### config.mk
export PLATFORM = sky130hd
export DESIGN_NAME = hazard_fwd_unit
export DESIGN_NICKNAME = d
export VERILOG_FILES = /design/src/rtl/hazard_fwd_unit.sv
export SDC_FILE = /design/constraint.sdc
export NUM_CORES = 1
export LEC_CHECK = 0
export ABC_CLOCK_PERIOD_IN_PS = 3400
export BUFFER_PORTS_ARGS = -buffer_cell sky130_fd_sc_hd__buf_2
export CAP_MARGIN = 20
export CORE_ASPECT_RATIO = 1.2
export CORE_MARGIN = 5
export CORE_UTILIZATION = 50
export DETAILED_ROUTE_END_ITERATION = 10
export PLACE_DENSITY = 0.81
export SETUP_SLACK_MARGIN = 0.2
export SYNTH_ARGS = -nofsm -noshare
export SYNTH_HDL_FRONTEND = slang
export SYNTH_SLANG_ARGS = --single-unit
export TNS_END_PERCENT = 50
### constraint.sdc
create_clock -name clk -period 3.4 [get_ports clk]
set_input_delay 0.68 -clock clk [delete_from_list [all_inputs] [get_ports clk]]
set_output_delay 0.68 -clock clk [all_outputs]
set_load 0.01 [all_outputs]
### src/rtl/hazard_fwd_unit.sv
// Pipeline hazard unit: EX operand forwarding, load-use detection and a
// per-register latency scoreboard for a single multi-cycle execution unit.
module hazard_fwd_unit #(
    parameter int REG_AW = 5,
    parameter int LAT_W  = 3,
    parameter int PERF_W = 16
) (
    input  logic                 clk,
    input  logic                 rst,
    input  logic [REG_AW-1:0]    RsIF2ID,
    input  logic [REG_AW-1:0]    RtIF2ID,
    input  logic                 RsUsedIF2ID,
    input  logic                 RtUsedIF2ID,
    input  logic [REG_AW-1:0]    RsID2EX,
    input  logic [REG_AW-1:0]    RtID2EX,
    input  logic [REG_AW-1:0]    WriteRegisterID2EX,
    input  logic                 MemReadID2EX,
    input  logic [REG_AW-1:0]    WriteRegisterEX2MEM,
    input  logic                 RegWriteEX2MEM,
    input  logic [REG_AW-1:0]    WriteRegisterMEM2WB,
    input  logic                 RegWriteMEM2WB,
    input  logic                 McIssue,
    input  logic [REG_AW-1:0]    McDest,
    input  logic [LAT_W-1:0]     McLat,
    output logic [1:0]           ForwardA,
    output logic [1:0]           ForwardB,
    output logic                 Stall,
    output logic                 McBusy,
    output logic [2**REG_AW-1:0] Pending,
    output logic                 McIssueErr,
    output logic [PERF_W-1:0]    StallCount
);
    localparam int NREG = 2**REG_AW;

    logic [LAT_W-1:0]  cnt_r [NREG];
    logic [LAT_W-1:0]  busy_r;
    logic              err_r;
    logic [PERF_W-1:0] stall_cnt_r;
    logic [NREG-1:0]   pending_s;
    logic              legal_issue_s;
    logic              illegal_issue_s;
    logic              load_use_s;
    logic              sb_hazard_s;

    // The nearer (EX/MEM) producer wins over MEM/WB; r0 is never forwarded.
    function automatic logic [1:0] fwd_sel(
        input logic [REG_AW-1:0] src,
        input logic [REG_AW-1:0] mem_dst,
        input logic              mem_we,
        input logic [REG_AW-1:0] wb_dst,
        input logic              wb_we
    );
        logic [1:0] sel;
        if (mem_we && (mem_dst != {REG_AW{1'b0}}) && (mem_dst == src)) begin
            sel = 2'd1;
        end else if (wb_we && (wb_dst != {REG_AW{1'b0}}) && (wb_dst == src)) begin
            sel = 2'd2;
        end else begin
            sel = 2'd0;
        end
        return sel;
    endfunction

    // Combinational operand forwarding selects
    always_comb begin
        ForwardA = fwd_sel(RsID2EX, WriteRegisterEX2MEM, RegWriteEX2MEM,
                           WriteRegisterMEM2WB, RegWriteMEM2WB);
        ForwardB = fwd_sel(RtID2EX, WriteRegisterEX2MEM, RegWriteEX2MEM,
                           WriteRegisterMEM2WB, RegWriteMEM2WB);
    end

    // Pending bits, issue legality and stall decision
    always_comb begin
        pending_s = {NREG{1'b0}};
        for (int r = 0; r < NREG; r++) begin
            pending_s[r] = (cnt_r[r] != {LAT_W{1'b0}});
        end
        McBusy          = (busy_r != {LAT_W{1'b0}});
        legal_issue_s   = McIssue && !McBusy && (McLat != {LAT_W{1'b0}});
        illegal_issue_s = McIssue && (McBusy || (McLat == {LAT_W{1'b0}}));
        load_use_s = MemReadID2EX && (WriteRegisterID2EX != {REG_AW{1'b0}}) &&
                     ((RsUsedIF2ID && (RsIF2ID == WriteRegisterID2EX)) ||
                      (RtUsedIF2ID && (RtIF2ID == WriteRegisterID2EX)));
        sb_hazard_s = (RsUsedIF2ID && (RsIF2ID != {REG_AW{1'b0}}) && pending_s[RsIF2ID]) ||
                      (RtUsedIF2ID && (RtIF2ID != {REG_AW{1'b0}}) && pending_s[RtIF2ID]);
        Stall      = load_use_s || sb_hazard_s;
        Pending    = pending_s;
        McIssueErr = err_r;
        StallCount = stall_cnt_r;
    end

    // Per-register latency counters; r0 is tied to zero so it never blocks
    always_ff @(posedge clk) begin
        for (int r = 0; r < NREG; r++) begin
            if (rst || (r == 0)) begin
                cnt_r[r] <= {LAT_W{1'b0}};
            end else if (legal_issue_s && (McDest == REG_AW'(r))) begin
                cnt_r[r] <= McLat;
            end else if (cnt_r[r] != {LAT_W{1'b0}}) begin
                cnt_r[r] <= cnt_r[r] - {{(LAT_W-1){1'b0}}, 1'b1};
            end else begin
                cnt_r[r] <= cnt_r[r];
            end
        end
    end

    // Unit occupancy counter, loaded on every legal issue including dest r0
    always_ff @(posedge clk) begin
        if (rst) begin
            busy_r <= {LAT_W{1'b0}};
        end else if (legal_issue_s) begin
            busy_r <= McLat;
        end else if (busy_r != {LAT_W{1'b0}}) begin
            busy_r <= busy_r - {{(LAT_W-1){1'b0}}, 1'b1};
        end else begin
            busy_r <= busy_r;
        end
    end

    // Sticky illegal-issue flag
    always_ff @(posedge clk) begin
        if (rst) begin
            err_r <= 1'b0;
        end else if (illegal_issue_s) begin
            err_r <= 1'b1;
        end else begin
            err_r <= err_r;
        end
    end

    // Saturating stall-cycle counter
    always_ff @(posedge clk) begin
        if (rst) begin
            stall_cnt_r <= {PERF_W{1'b0}};
        end else if (Stall && (stall_cnt_r != {PERF_W{1'b1}})) begin
            stall_cnt_r <= stall_cnt_r + {{(PERF_W-1){1'b0}}, 1'b1};
        end else begin
            stall_cnt_r <= stall_cnt_r;
        end
    end

endmodule

==> impl_metrics.yaml, run 1 <==
global_routing:
  first_global_vias: 7260
  grt_max_degree: 64
  grt_usage_pct: 22.4
  globalRouteOverflowTotal: 0
  grt_first_pass_wirelength_mm: 35.2
  antenna_found_initial: 6
synthesis:
  avgSynthCellArea_um2: 8.72
  synth_cells: 969
  synth_warnings: 0
  netlist_area_um2: 8450
  synth-seq-cells: 113
  syn-num-nets: 1085
  yosysUniqueCellTypes: 62
  synthFlopType: "edfxtp_1"
  synthArstFlopShare_pct: 0
  synth_edf_count: 93
  yosysSeqAreaShare_pct: 37.8
power_and_ir_drop:
  vdd_drop_max_mv: 0.425
  total_power_mw: 8.43
  cellLeakagePower_nw: 4.36
  net-switching-power_mw: 3.29
  p_clk_share_pct: 20.5
  swShare_pct: 39.0
  power_frac_comb_pct: 49.9
  seq_power_share_pct: 29.5
  p_int_mw: 5.14
  p_per_area_nw_per_um2: 840
layout:
  n_fill_cell: 1421
  drive_above_1_share_pct: 19.7
  mostFrequentLayoutCells: "nor2_1, buf_2, edfxtp_1, nand2_1, inv_1"
  final_common_cell: "nor2_1"
  post-route-util_pct: 60.0
  nNetsFinal: 1203
  area_growth_syn_to_layout_pct: 18.7
placement:
  gp_congestion: 0.952
  portBuffers: 104
  dpl.hpwl_mm: 15.7
setup_path:
  critPathKind: "reg -> out"
  r2r_start: "cnt_r[1][45]$_DFFE_PP_"
  endpoint_kind: "output port"
  r2r_slack_ns: 0.37
  arrival_ns: 2.71
  cp-start-kind: "flop"
  reg2reg_depth: 14
  crit_required_ns: 2.72
  r2r_end: "StallCount[3]$_SDFFE_PP0P_"
  path_max_fanout: 4
floorplanning:
  dieArea_um2: 19600
  start_util_pct: 50.5
  rows: 52
  die_x_um: 129
  core_um2: 16700
  io_pins: 106
  die_h_um: 152
cts:
  htree_levels: 4
  clock_latency_ns: 0.43
  clock-sinks: 113
  clk_path_buf_depth: 2
  cts_buffers: 17
  cts_tree: "yes"
  clk_pin_slew_worst_paths_ns: 0.05
  cts-root-buf: "clkbuf_16"
detailed_routing:
  wl_per_cell_um: 16.6
  dr.pass1.iters: 7
  route.detailed.drc: 0
  num_vias: 7414
  wirelength_mm: 21.9
  drt_iter0_markers: 691
  antenna_left: 0
  drt-vias-per-instance: 5.61
sta:
  period_needed_ns: 3.39
  slew_violations: 0
  final-setup-viol-count: 0
  fin_skew_ns: 0.0123
  hold_viol: 0
  fmax_ghz: 0.295
  relSlewSlack_pct: 48.8
  rsz0062_at_grt: "true"
  max_slew.worst_pin.slew_ns: 0.756
  finalCritPeriodShare_pct: 99.7
worst_hold_path:
  hp-class: "reg -> reg"
  hold_start: "McIssueErr$_SDFFE_PP0P_"
  holdPathStages: 2
  hold_end: "McIssueErr$_SDFFE_PP0P_"
run_status:
  status: "finished, final reports clean"
run:
  maxCapViolations: 0
kinds of logic after synthesis:
| kind of cell | Yosys count | synth area share [%] |
|---|---|---|
| buffers and inverters | 144 | 6.96 |
| AND/OR/NAND/NOR | 398 | 22.6 |
| AO/OA/AOI/OAI | 151 | 11.1 |
| other | 1 | 0.0444 |
| multiplexers | 56 | 7.58 |
| flip-flops | 113 | 37.8 |
| adder cells (fa/ha/maj) | 65 | 9.62 |
| XOR/XNOR | 41 | 4.25 |
layout make-up:
cell class / instances / area (µm²) / share of cell area [%]
clock buffers: 24 / 536 / 5.34
clock inverters: 8 / 45.0 / 0.449
flip-flops and latches: 113 / 3190 / 31.8
diodes: 5 / 12.5 / 0.125
well taps: 216 / 270 / 2.69
multi-input cells: 712 / 4740 / 47.3
inverters: 97 / 367 / 3.66
repair buffers: 146 / 863 / 8.61
Yosys cell counts (2+ instances only):
cell | instances | area [µm²]
a2111oi_0 | 2 | 17.5
a211oi_1 | 21 | 158
a21oi_1 | 62 | 310
a221oi_1 | 2 | 17.5
a311oi_1 | 3 | 26.3
a31oi_1 | 3 | 18.8
and3_1 | 5 | 31.3
buf_2 | 3 | 15.0
buf_4 | 3 | 22.5
buf_6 | 4 | 45.0
clkbuf_1 | 36 | 135
dfxtp_1 | 20 | 400
edfxtp_1 | 93 | 2790
ha_1 | 65 | 813
inv_1 | 92 | 345
inv_2 | 4 | 15.0
mux2i_1 | 49 | 490
mux4_2 | 6 | 135
nand2_1 | 89 | 334
nand2b_1 | 14 | 87.6
nand3_1 | 32 | 160
nand3b_1 | 11 | 82.6
nand4_1 | 3 | 18.8
nor2_1 | 146 | 548
nor2b_1 | 31 | 194
nor2b_4 | 3 | 41.3
nor3_1 | 25 | 125
nor3b_1 | 2 | 15.0
nor4_1 | 5 | 31.3
nor4b_1 | 2 | 17.5
o21a_1 | 2 | 15.0
o21ai_0 | 34 | 170
o22ai_1 | 2 | 12.5
o31ai_1 | 6 | 45.0
o31ai_2 | 2 | 25.0
or3_1 | 13 | 81.3
or4_1 | 10 | 75.1
xnor2_1 | 25 | 219
xor2_1 | 16 | 140
routing by layer:
layer / vias to the layer above / track usage (%) / part of all wire (%)
met5: - / 0 / 0.032
met4: 2 / 11.1 / 3.3
met3: 49 / 5.79 / 7.4
met2: 285 / 37.5 / 50
met1: 3484 / 26.2 / 39
li1: 3594 / - / -
stage by stage:
stage	std cells	TNS [ns]	hold slack [ns]	area (µm²)	worst slack (ns)
floorplan	969	0	0.441	8450	0.665
global placement	1267	0	0.445	9240	0.215
detailed placement	1267	0	0.457	9240	0.216
CTS	1311	0	0.469	9970	0.0789
global route	1321	-0.110	0.481	10000	-0.110
finish	1321	0	0.463	10000	0.0114
sequential cells by signal (all words and copies together), names as in the netlist:
register    flops
McIssueErr      1
StallCount     16
busy_r          3
cnt_r          93
how the worst max path moves through the flow:
stage,from,to,slack [ns],depth (start not counted)
final,cnt_r[1][45]$_DFFE_PP_,Stall,0.01,11
after global routing,cnt_r[1][45]$_DFFE_PP_,Stall,-0.11,11
after CTS,cnt_r[1][39]$_DFFE_PP_,Stall,0.08,11
after detailed placement,RtIF2ID[1],Stall,0.22,7
after global placement,RtIF2ID[1],Stall,0.21,7
after floorplan,RsIF2ID[1],Stall,0.66,9
power by group through the flow:
stage / logic [mW] / registers, mW / clock network, mW
after floorplan: 2.79 / 2.44 / 0
after global placement: 3.80 / 2.47 / 0
after detailed placement: 3.92 / 2.50 / 0
after CTS: 4.12 / 2.48 / 1.75
after global routing: 4.71 / 2.55 / 1.82
final: 4.21 / 2.49 / 1.73
critical path: stages, from the launching register on:
cell	delay, ns
edfxtp_1	0.43
inv_2	0.10
ha_4	0.13
nor2b_4	0.15
inv_2	0.07
mux4_2	0.46
o211a_1	0.23
o211ai_2	0.07
o211ai_1	0.14
nor3_2	0.25
inv_1	0.11
buf_2	0.15
timing repair:
action                                  CTS  global route
pin swaps                                 4             2
resized for setup                        17             5
hold endpoints to repair                  0             0
hold buffers                              0             0
gates cloned                              0             0
setup buffers                            12             5
endpoints found under the setup margin    1             1
Note: power is estimated with default switching activity, not from simulation.
==> run 2: changes to the inputs <==
--- a/config.mk
+++ b/config.mk
@@ -6,4 +6,5 @@
 export NUM_CORES = 1
 export LEC_CHECK = 0
+export ABC_AREA = 1
 export ABC_CLOCK_PERIOD_IN_PS = 3400
 export BUFFER_PORTS_ARGS = -buffer_cell sky130_fd_sc_hd__buf_2
@@ -13,5 +14,5 @@
 export CORE_UTILIZATION = 50
 export DETAILED_ROUTE_END_ITERATION = 10
-export PLACE_DENSITY = 0.81
+export PLACE_DENSITY = 0.82
 export SETUP_SLACK_MARGIN = 0.2
 export SYNTH_ARGS = -nofsm -noshare
==> constraint.sdc (replaced) <==
create_clock -name clk -period 3.4 [get_ports clk]
set_input_delay 0 -clock clk [delete_from_list [all_inputs] [get_ports clk]]
set_output_delay 0 -clock clk [all_outputs]
set_load 0.01 [all_outputs]
==> impl_metrics.yaml, run 2 <==
power_and_ir_drop:
  total_power_mw: 7.65
  cellLeakagePower_nw: 4.19
  p_per_area_nw_per_um2: 817
  vdd_drop_max_mv: 0.323
synthesis:
  synth-seq-cells: 113
  synthTopCellsByCount: "nand2_1, inv_1, nor2_1, o22ai_1, edfxtp_1"
  synth.top_cell.area_share_pct: 34.8
  synth_edf_count: 93
  yosysMostFrequentCell: "nand2_1"
  avgSynthCellArea_um2: 7.78
  yosysUniqueCellTypes: 37
  netlist_area_um2: 8020
  synth_cells: 1031
  netlist_top_cells_area: "edfxtp_1, ha_1, nand2_1"
  synthFlopType: "edfxtp_1"
  synthArstFlopShare_pct: 0
  synth_top_area_cell: "edfxtp_1"
  syn-num-nets: 1147
  synth_warnings: 0
  yosysSeqAreaShare_pct: 39.8
placement:
  portBuffers: 104
  pre_cts_ws_ns: 0.904
  placedCellCount: 1319
  post_dp_cell_area_um2: 8680
  dpl.hpwl_mm: 15.9
  gp_congestion: 0.959
floorplanning:
  io_pins: 106
  die_h_um: 149
  start_util_pct: 51.1
  dieArea_um2: 18700
  die_x_um: 126
  rows: 50
  core_um2: 15700
layout:
  final_common_cell: "nand2_1"
  top_register: "cnt_r"
  largest_reg_flops: 93
  post-route-util_pct: 59.7
  area_growth_syn_to_layout_pct: 16.9
  design_area_um2: 9370
  mostFrequentLayoutCells: "nand2_1, inv_1, nor2_1, buf_2, o22ai_1"
  finalNonFillerCells: 1356
  nNetsFinal: 1250
  drive_above_1_share_pct: 13.0
global_routing:
  grt_first_pass_wirelength_mm: 34.9
  grt_usage_pct: 23.1
  grt_max_degree: 37
  globalRouteOverflowTotal: 0
  first_global_vias: 7326
  antenna_found_initial: 0
cts:
  ctsHoldBuffers: 4
  htree_levels: 4
  postCtsSetupBuffers: 0
  clock-sinks: 113
  clk_path_buf_depth: 2
  cts_buffers: 17
  clk_pin_slew_worst_paths_ns: 0.05
  clock_latency_ns: 0.41
  cts_resized: 0
  cts-root-buf: "clkbuf_16"
  cts_tree: "yes"
setup_path:
  endpoint_kind: "flop"
  r2r_end: "cnt_r[1][22]$_DFFE_PP_"
  r2r_slack_ns: 0.82
  arrival_ns: 2.72
  crit_required_ns: 3.54
  critPathKind: "reg -> reg"
  path_max_fanout: 14
  r2r_start: "busy_r[0]$_SDFFE_PP0P_"
  cp-start-kind: "flop"
  reg2reg_depth: 11
sta:
  relSlewSlack_pct: 65.3
  fin_skew_ns: 0.00814
  tns_ns: 0
  hold_slack_ns: 0.166
  final-setup-viol-count: 0
  max_slew.worst_pin.slew_ns: 0.517
  period_needed_ns: 2.58
  finalCritPeriodShare_pct: 76.0
  slew_violations: 0
  fmax_ghz: 0.387
  setup_ws_ns: 0.818
  rsz0062_at_grt: "false"
  hold_viol: 0
run_status:
  status: "finished, final reports clean"
worst_hold_path:
  hp-class: "in -> reg"
  hold_start: "rst"
  hold_end: "McIssueErr$_SDFFE_PP0P_"
  holdPathStages: 3
detailed_routing:
  drt_iter0_markers: 643
  dr.pass1.iters: 6
  dr_wl_met3_mm: 1.80
  num_vias: 7448
  dr.max_layer_used: "met4"
  antenna_left: 0
  wl_met2_mm: 10.7
  wirelength_mm: 21.7
  drt-vias-per-instance: 5.49
  route.detailed.drc: 0
  wl_per_cell_um: 16.0
  wl_met1_mm: 8.33
run:
  maxCapViolations: 0
[run 2: changes by cell type after synthesis, sizes merged, moves of 34 or more]
cell / change
nand2: +125
o22ai: +94
inv: +76
mux2i: -49
a21oi: -39
nor2b: -34
[run 2: cells by family (layout without fill, tap and decap cells)]
kind of cell | Yosys count | after routing | share of synthesized area (%)
compound gates | 139 | 139 | 10.4
xor+xnor | 55 | 55 | 6.01
fa+ha+maj | 65 | 65 | 10.1
buf+inv | 204 | 320 | 10.2
flops | 113 | 113 | 39.8
other cells | 1 | 2 | 0.0468
simple gates | 454 | 454 | 23.4
[run 2: routing by layer]
metal / GRT usage (%) / up-vias
li1: - / 3611
met5: 0 / -
met3: 4.81 / 68
met1: 26.9 / 3427
met2: 40.5 / 342
met4: 11.2 / 0
[run 2: critical path, cell delays in order, from the launching register on]
cell and delay [ns]:
dfxtp_1 0.31, inv_1 0.08, ha_1 0.14, inv_1 0.03
nor2_1 0.24, nand3_1 0.42, nor2_1 0.26, inv_1 0.24
nor2_1 0.19, nor2_1 0.08, nand2_1 0.16, nand2_1 0.15
[run 2: worst max-delay path by stage]
| stage | start | endpoint | cells past startpoint |
|---|---|---|---|
| after global routing | busy_r[0]$_SDFFE_PP0P_ | cnt_r[1][22]$_DFFE_PP_ | 11 |
| after floorplan | busy_r[0]$_SDFFE_PP0P_ | cnt_r[1][6]$_DFFE_PP_ | 12 |
| after global placement | busy_r[0]$_SDFFE_PP0P_ | cnt_r[0][25]$_DFFE_PP_ | 11 |
| after detailed placement | busy_r[0]$_SDFFE_PP0P_ | cnt_r[1][20]$_DFFE_PP_ | 11 |
| after CTS | busy_r[0]$_SDFFE_PP0P_ | cnt_r[1][22]$_DFFE_PP_ | 11 |
| final | busy_r[0]$_SDFFE_PP0P_ | cnt_r[1][22]$_DFFE_PP_ | 11 |
[run 2: final cells by class]
class	instances	area (µm²)
repair buffers	115	613
well taps	208	260
fillers	1376	6330
clock buffers	20	437
flip-flops and latches	113	3190
inverters	173	652
multi-input cells	714	4000
diodes	1	2.50
clock inverters	12	213
[run 2: report_power, final]
group	internal, mW	total, mW	switching [mW]	leakage [nW]
Combinational	1.20	3.18	1.98	2.70
Sequential	2.22	2.48	0.260	1.18
Clock	1.37	2.00	0.630	0.311
